[src/rtl/ttl_bcd_timer_ctrl.sv]
// Sequencer driving a cascade of 162-style synchronous-clear BCD decade counters.
// Latency: start->LOAD 1 cycle, LOAD->RUN 1 cycle; done/err are registered (1 cycle after the event).
// Backpressure: none; start is honoured only in IDLE, abort only in LOAD/RUN/PAUSE, pause holds the count.
//
// Ports:
//   clk, MR_n                 clock, asynchronous active-low reset
//   start, abort, pause       control (start/abort pulses, pause level)
//   auto_reload, preset       captured when start is accepted; preset digit 0 in [3:0]
//   cnt_TC                    ripple terminal count from the last digit of the chain
//   cnt_SR_n, cnt_PE_n        chain synchronous clear / synchronous load
//   cnt_CEP, cnt_CET          chain count tick / digit-0 trickle enable
//   cnt_P                     latched preset to the chain parallel inputs
//   busy, done, err           state != IDLE, terminal-count pulse, invalid-preset pulse
module ttl_bcd_timer_ctrl #(
    parameter int DIGITS   = 2,
    parameter int PRESCALE = 1
) (
    input  logic                  clk,
    input  logic                  MR_n,
    input  logic                  start,
    input  logic                  abort,
    input  logic                  pause,
    input  logic                  auto_reload,
    input  logic [4*DIGITS-1:0]   preset,
    input  logic                  cnt_TC,
    output logic                  cnt_SR_n,
    output logic                  cnt_PE_n,
    output logic                  cnt_CEP,
    output logic                  cnt_CET,
    output logic [4*DIGITS-1:0]   cnt_P,
    output logic                  busy,
    output logic                  done,
    output logic                  err
);

    localparam int            PW      = (PRESCALE > 1) ? $clog2(PRESCALE) : 1;
    localparam logic [PW-1:0] PS_LAST = PW'(PRESCALE - 1);

    typedef enum logic [2:0] {
        ST_CLEAR,
        ST_IDLE,
        ST_LOAD,
        ST_RUN,
        ST_PAUSE
    } state_t;

    state_t          state;
    state_t          state_nxt;
    logic [PW-1:0]   prescaler;
    logic            reload_q;
    logic            preset_ok;
    logic            tick;
    logic            terminal;
    logic            accept;

    // Every preset nibble must be a legal BCD digit before the chain may load it.
    always_comb begin
        preset_ok = 1'b1;
        for (int i = 0; i < DIGITS; i++) begin
            if (preset[4*i +: 4] > 4'd9) begin
                preset_ok = 1'b0;
            end
        end
    end

    assign tick     = (state == ST_RUN) && (prescaler == PS_LAST);
    assign terminal = tick && cnt_TC;
    assign accept   = (state == ST_IDLE) && start && preset_ok;

    // Next-state decode. RUN priority: abort, then terminal count, then pause.
    always_comb begin
        state_nxt = state;
        case (state)
            ST_CLEAR: state_nxt = ST_IDLE;
            ST_IDLE:  if (accept) state_nxt = ST_LOAD;
            ST_LOAD:  state_nxt = abort ? ST_CLEAR : ST_RUN;
            ST_RUN: begin
                if (abort) begin
                    state_nxt = ST_CLEAR;
                end else if (terminal) begin
                    state_nxt = reload_q ? ST_RUN : ST_IDLE;
                end else if (pause) begin
                    state_nxt = ST_PAUSE;
                end
            end
            ST_PAUSE: begin
                if (abort) begin
                    state_nxt = ST_CLEAR;
                end else if (!pause) begin
                    state_nxt = ST_RUN;
                end
            end
            default:  state_nxt = ST_CLEAR;
        endcase
    end

    // Chain controls are pure decodes of state; the reload load is combinational
    // so PE_n overrides the 9..9 -> 0..0 wrap on the terminal edge itself.
    always_comb begin
        cnt_SR_n = (state != ST_CLEAR);
        cnt_CET  = (state == ST_RUN) || (state == ST_PAUSE);
        cnt_CEP  = tick;
        cnt_PE_n = !((state == ST_LOAD) || (terminal && reload_q));
        busy     = (state != ST_IDLE);
    end

    always_ff @(posedge clk or negedge MR_n) begin
        if (!MR_n) begin
            state <= ST_CLEAR;
        end else begin
            state <= state_nxt;
        end
    end

    // Prescaler advances on every RUN cycle (including the one that enters PAUSE),
    // holds in PAUSE and is parked at 0 everywhere else.
    always_ff @(posedge clk or negedge MR_n) begin
        if (!MR_n) begin
            prescaler <= '0;
        end else begin
            case (state)
                ST_RUN:   prescaler <= tick ? '0 : prescaler + PW'(1);
                ST_PAUSE: prescaler <= prescaler;
                default:  prescaler <= '0;
            endcase
        end
    end

    always_ff @(posedge clk or negedge MR_n) begin
        if (!MR_n) begin
            cnt_P    <= '0;
            reload_q <= 1'b0;
            done     <= 1'b0;
            err      <= 1'b0;
        end else begin
            if (accept) begin
                cnt_P    <= preset;
                reload_q <= auto_reload;
            end
            done <= terminal && !abort;
            err  <= (state == ST_IDLE) && start && !preset_ok;
        end
    end

endmodule

[config.mk]
export PLATFORM = sky130hd
export DESIGN_NAME = ttl_bcd_timer_ctrl
export DESIGN_NICKNAME = d
export VERILOG_FILES = /design/src/rtl/ttl_bcd_timer_ctrl.sv
export SDC_FILE = /design/constraint.sdc
export NUM_CORES = 1
export LEC_CHECK = 0
export BUFFER_PORTS_ARGS = -buffer_cell sky130_fd_sc_hd__buf_2
export CAP_MARGIN = 15
export CORE_UTILIZATION = 48
export CTS_BUF_LIST = sky130_fd_sc_hd__clkbuf_4
export DETAILED_ROUTE_END_ITERATION = 7
export GPL_TIMING_DRIVEN = 0
export PLACE_DENSITY = 0.76
export SETUP_SLACK_MARGIN = 0.3
export SLEW_MARGIN = 20
export SYNTH_ARGS = -nofsm -noshare
export SYNTH_HDL_FRONTEND = slang
export SYNTH_SLANG_ARGS = --single-unit
export TNS_END_PERCENT = 1
[constraint.sdc]
create_clock -name clk -period 1.5 [get_ports clk]
set_input_delay 0.3 -clock clk [delete_from_list [all_inputs] [get_ports clk]]
set_output_delay 0.3 -clock clk [all_outputs]
set_load 0.01 [all_outputs]
==> summary.txt <==
crit path max fanout -> 4
async set or reset register ratio after synthesis -> 100%
CTS clk-pin slew, worst paths -> 0.09 ns
largest cells by area after synthesis -> dfrtp_1, mux2_2, nand3b_4
IO Pins -> 30
GR Overflow Total -> 0
CTS Root Cell -> clkbuf_4
status -> finished with violations
core box area -> 0.00137 mm^2
most common cell in the netlist -> dfrtp_1
first-pass detailed-route iteration total -> 4
CTS tree -> built
Slew HR -> 74.7%
Critical-path top delay cell -> dfrtp_2
setup TNS -> -0.274 ns
Final Hold Fails -> 0
layout cells sized above 1 -> 62.0%
first-pass GRT wire length -> 2.31 mm
Port Buffers -> 29
Initial Util -> 54.5%
DR WL/cell -> 14.0 um
Non-Filler Instances -> 115
Worst Setup Path Type -> reg -> out
DIE HEIGHT -> 41.4 um
num rows -> 13
sequential share of the synthesized area -> 50.4%
total CTS buffers -> 3
Fmax -> 615 MHz
CTS max path bufs -> 2
clock sinks -> 15
EDFF count, synth -> 0
final instance area -> 0.00104 mm^2
largest net degree at the start of global routing -> 16
Routed Antenna Nets -> 0
n_diodes -> 0
Crit path largest cell delay -> 0.46 ns
clock skew -> 0.00674 ns
Yosys top cell area share -> 50.4%
min-delay src -> pause
failing checks -> setup timing
# DRC -> 0
worst vdd ir -> 1.10 mV
CP arrival -> 1.32 ns
Final min period -> 1.62 ns
period utilisation layout -> 108%
Primary FF master, synth -> dfrtp_1
# setup viols final -> 4
Cells after Synth -> 61
Worst-Margin Slew -> 0.375 ns
worst endpoint required time -> 1.20 ns
routed wire length -> 1.61 mm
RSZ-0062 raised after global routing -> true
area growth from synthesis to layout -> 40.2%
Worst-Skew Late Latency -> 0.28 ns
Lkg Pwr -> 0.516 nW
hold crit path type -> in -> reg
Warnings, synthesis -> 0
Post-DP Area -> 912 um^2
Synth area leader -> dfrtp_1
final worst-path setup slack -> -0.125 ns
critical path launch point -> state[0]$_DFFE_PN0P_
max-slew violation count -> 0
Cell Area, Synth -> 744 um^2
CP Cell Sequence -> buf_12, or3_4, buf_6
Final #Nets -> 116
RR Startpoint -> state[0]$_DFFE_PN0P_
Setup crit start kind -> flop
power density over the cells -> 1990 mW/mm^2
#FFs+latches synth -> 15
CP Capture Type -> output port
syn_nets -> 76
die area -> 0.00171 mm^2
GPL Wtd Cong -> 0.803
post-placement cell count -> 105
Post-synth top cells -> dfrtp_1, mux2_2, nor2_1
Yosys cell types -> 30
via count -> 617
Tot GR Track Use -> 21.4%
Syn Area/Cell -> 12.2 um^2
1st-iter DRT viols -> 11
average via count per standard cell -> 5.37
vias in the first global route -> 536
Max-cap violations -> 0
CTS H-tree depth -> 1
initial antenna violation count -> 0
Detail Placement HPWL -> 1.13 mm
die width -> 41.4 um
[where the power goes]
group          switching (W)  leakage [nW]  internal, W
Sequential          0.000126         0.184     0.000580
Combinational       0.000499         0.314     0.000629
Clock               0.000124        0.0184     0.000121
[cells by family (layout without fill, tap and decap cells)]
logic type	count (synthesis)	after routing	share of synthesized area [%]
muxes	9	9	13.6
DFF	15	15	50.4
buffers and inverters	3	42	1.68
and+or+nand+nor	22	22	22.4
AOI/OAI and AO/OA	12	12	11.9
[metrics by stage]
step	hold slack, ns	worst slack (ns)	total power (W)	utilization [%]
floorplan	0.00441	0.215	0.00131	-
global placement	0.216	0.00783	0.00159	66.8
finish	0.220	-0.125	0.00208	76.4
CTS	0.216	-0.123	0.00209	75.9
global route	0.225	-0.167	0.00224	76.4
detailed placement	0.218	-0.0374	0.00162	66.8
[placed cells by master (no fill, tap or decap), types with 2 or more instances in the layout]
master    instances
buf_2            26
dfrtp_1          13
mux2_2            9
buf_6             4
nor2_1            4
clkbuf_4          4
buf_4             4
o21ai_0           3
nand2_1           3
or3_4             2
dfrtp_2           2
[path summary, 6_finish.rpt]
path	slack (ns)	to	cells past startpoint
min	0.22	state[1]$_DFFE_PN0P_	2
max in group asynchronous	0.77	state[1]$_DFFE_PN0P_	2
min in group asynchronous	0.46	state[2]$_DFFE_PN0P_	2
max reg2reg	0.05	cnt_P[1]$_DFFE_PN0P_	6
min reg2reg	0.50	cnt_P[3]$_DFFE_PN0P_	1
max	-0.12	cnt_SR_n	3
[area by class of cell]
| type | count | area, um^2 |
|---|---|---|
| clock buffers | 4 | 30.0 |
| flip-flops and latches | 15 | 378 |
| inverters | 2 | 7.51 |
| multi-input cells | 43 | 374 |
| repair buffers | 35 | 224 |
| plain buffers | 1 | 11.3 |
| fillers | 101 | 323 |
| well taps | 15 | 18.8 |
[sequential cells by signal, indices dropped and copies added, names as in the netlist]
name,cells
state,3
prescaler,1
done,1
err,1
reload_q,1
cnt_P,8
[worst max-delay path, delay by kind of cell (launching register included)]
kind          cells  cell delay, ns
simple gates      1            0.32
flops             1            0.46
buf+inv           2            0.27
[routing by layer]
metal | up-vias | global-route usage [%] | routed length [um]
met1 | 291 | 27.4 | 691
met2 | 23 | 35.5 | 834
li1 | 301 | - | -
met5 | - | 0 | 0
met3 | 2 | 4.79 | 73
met4 | 0 | 7.26 | 12
[timing repair]
item / CTS / global route
setup endpoints to repair: 17 / 17
resized for setup: 12 / 1
buffers inserted: 5 / 0
endpoints found under the hold margin: 15 / 0
hold buffers: 1 / 0
pin swaps: 3 / 4
No activity file was read; power rests on OpenSTA's default activity.
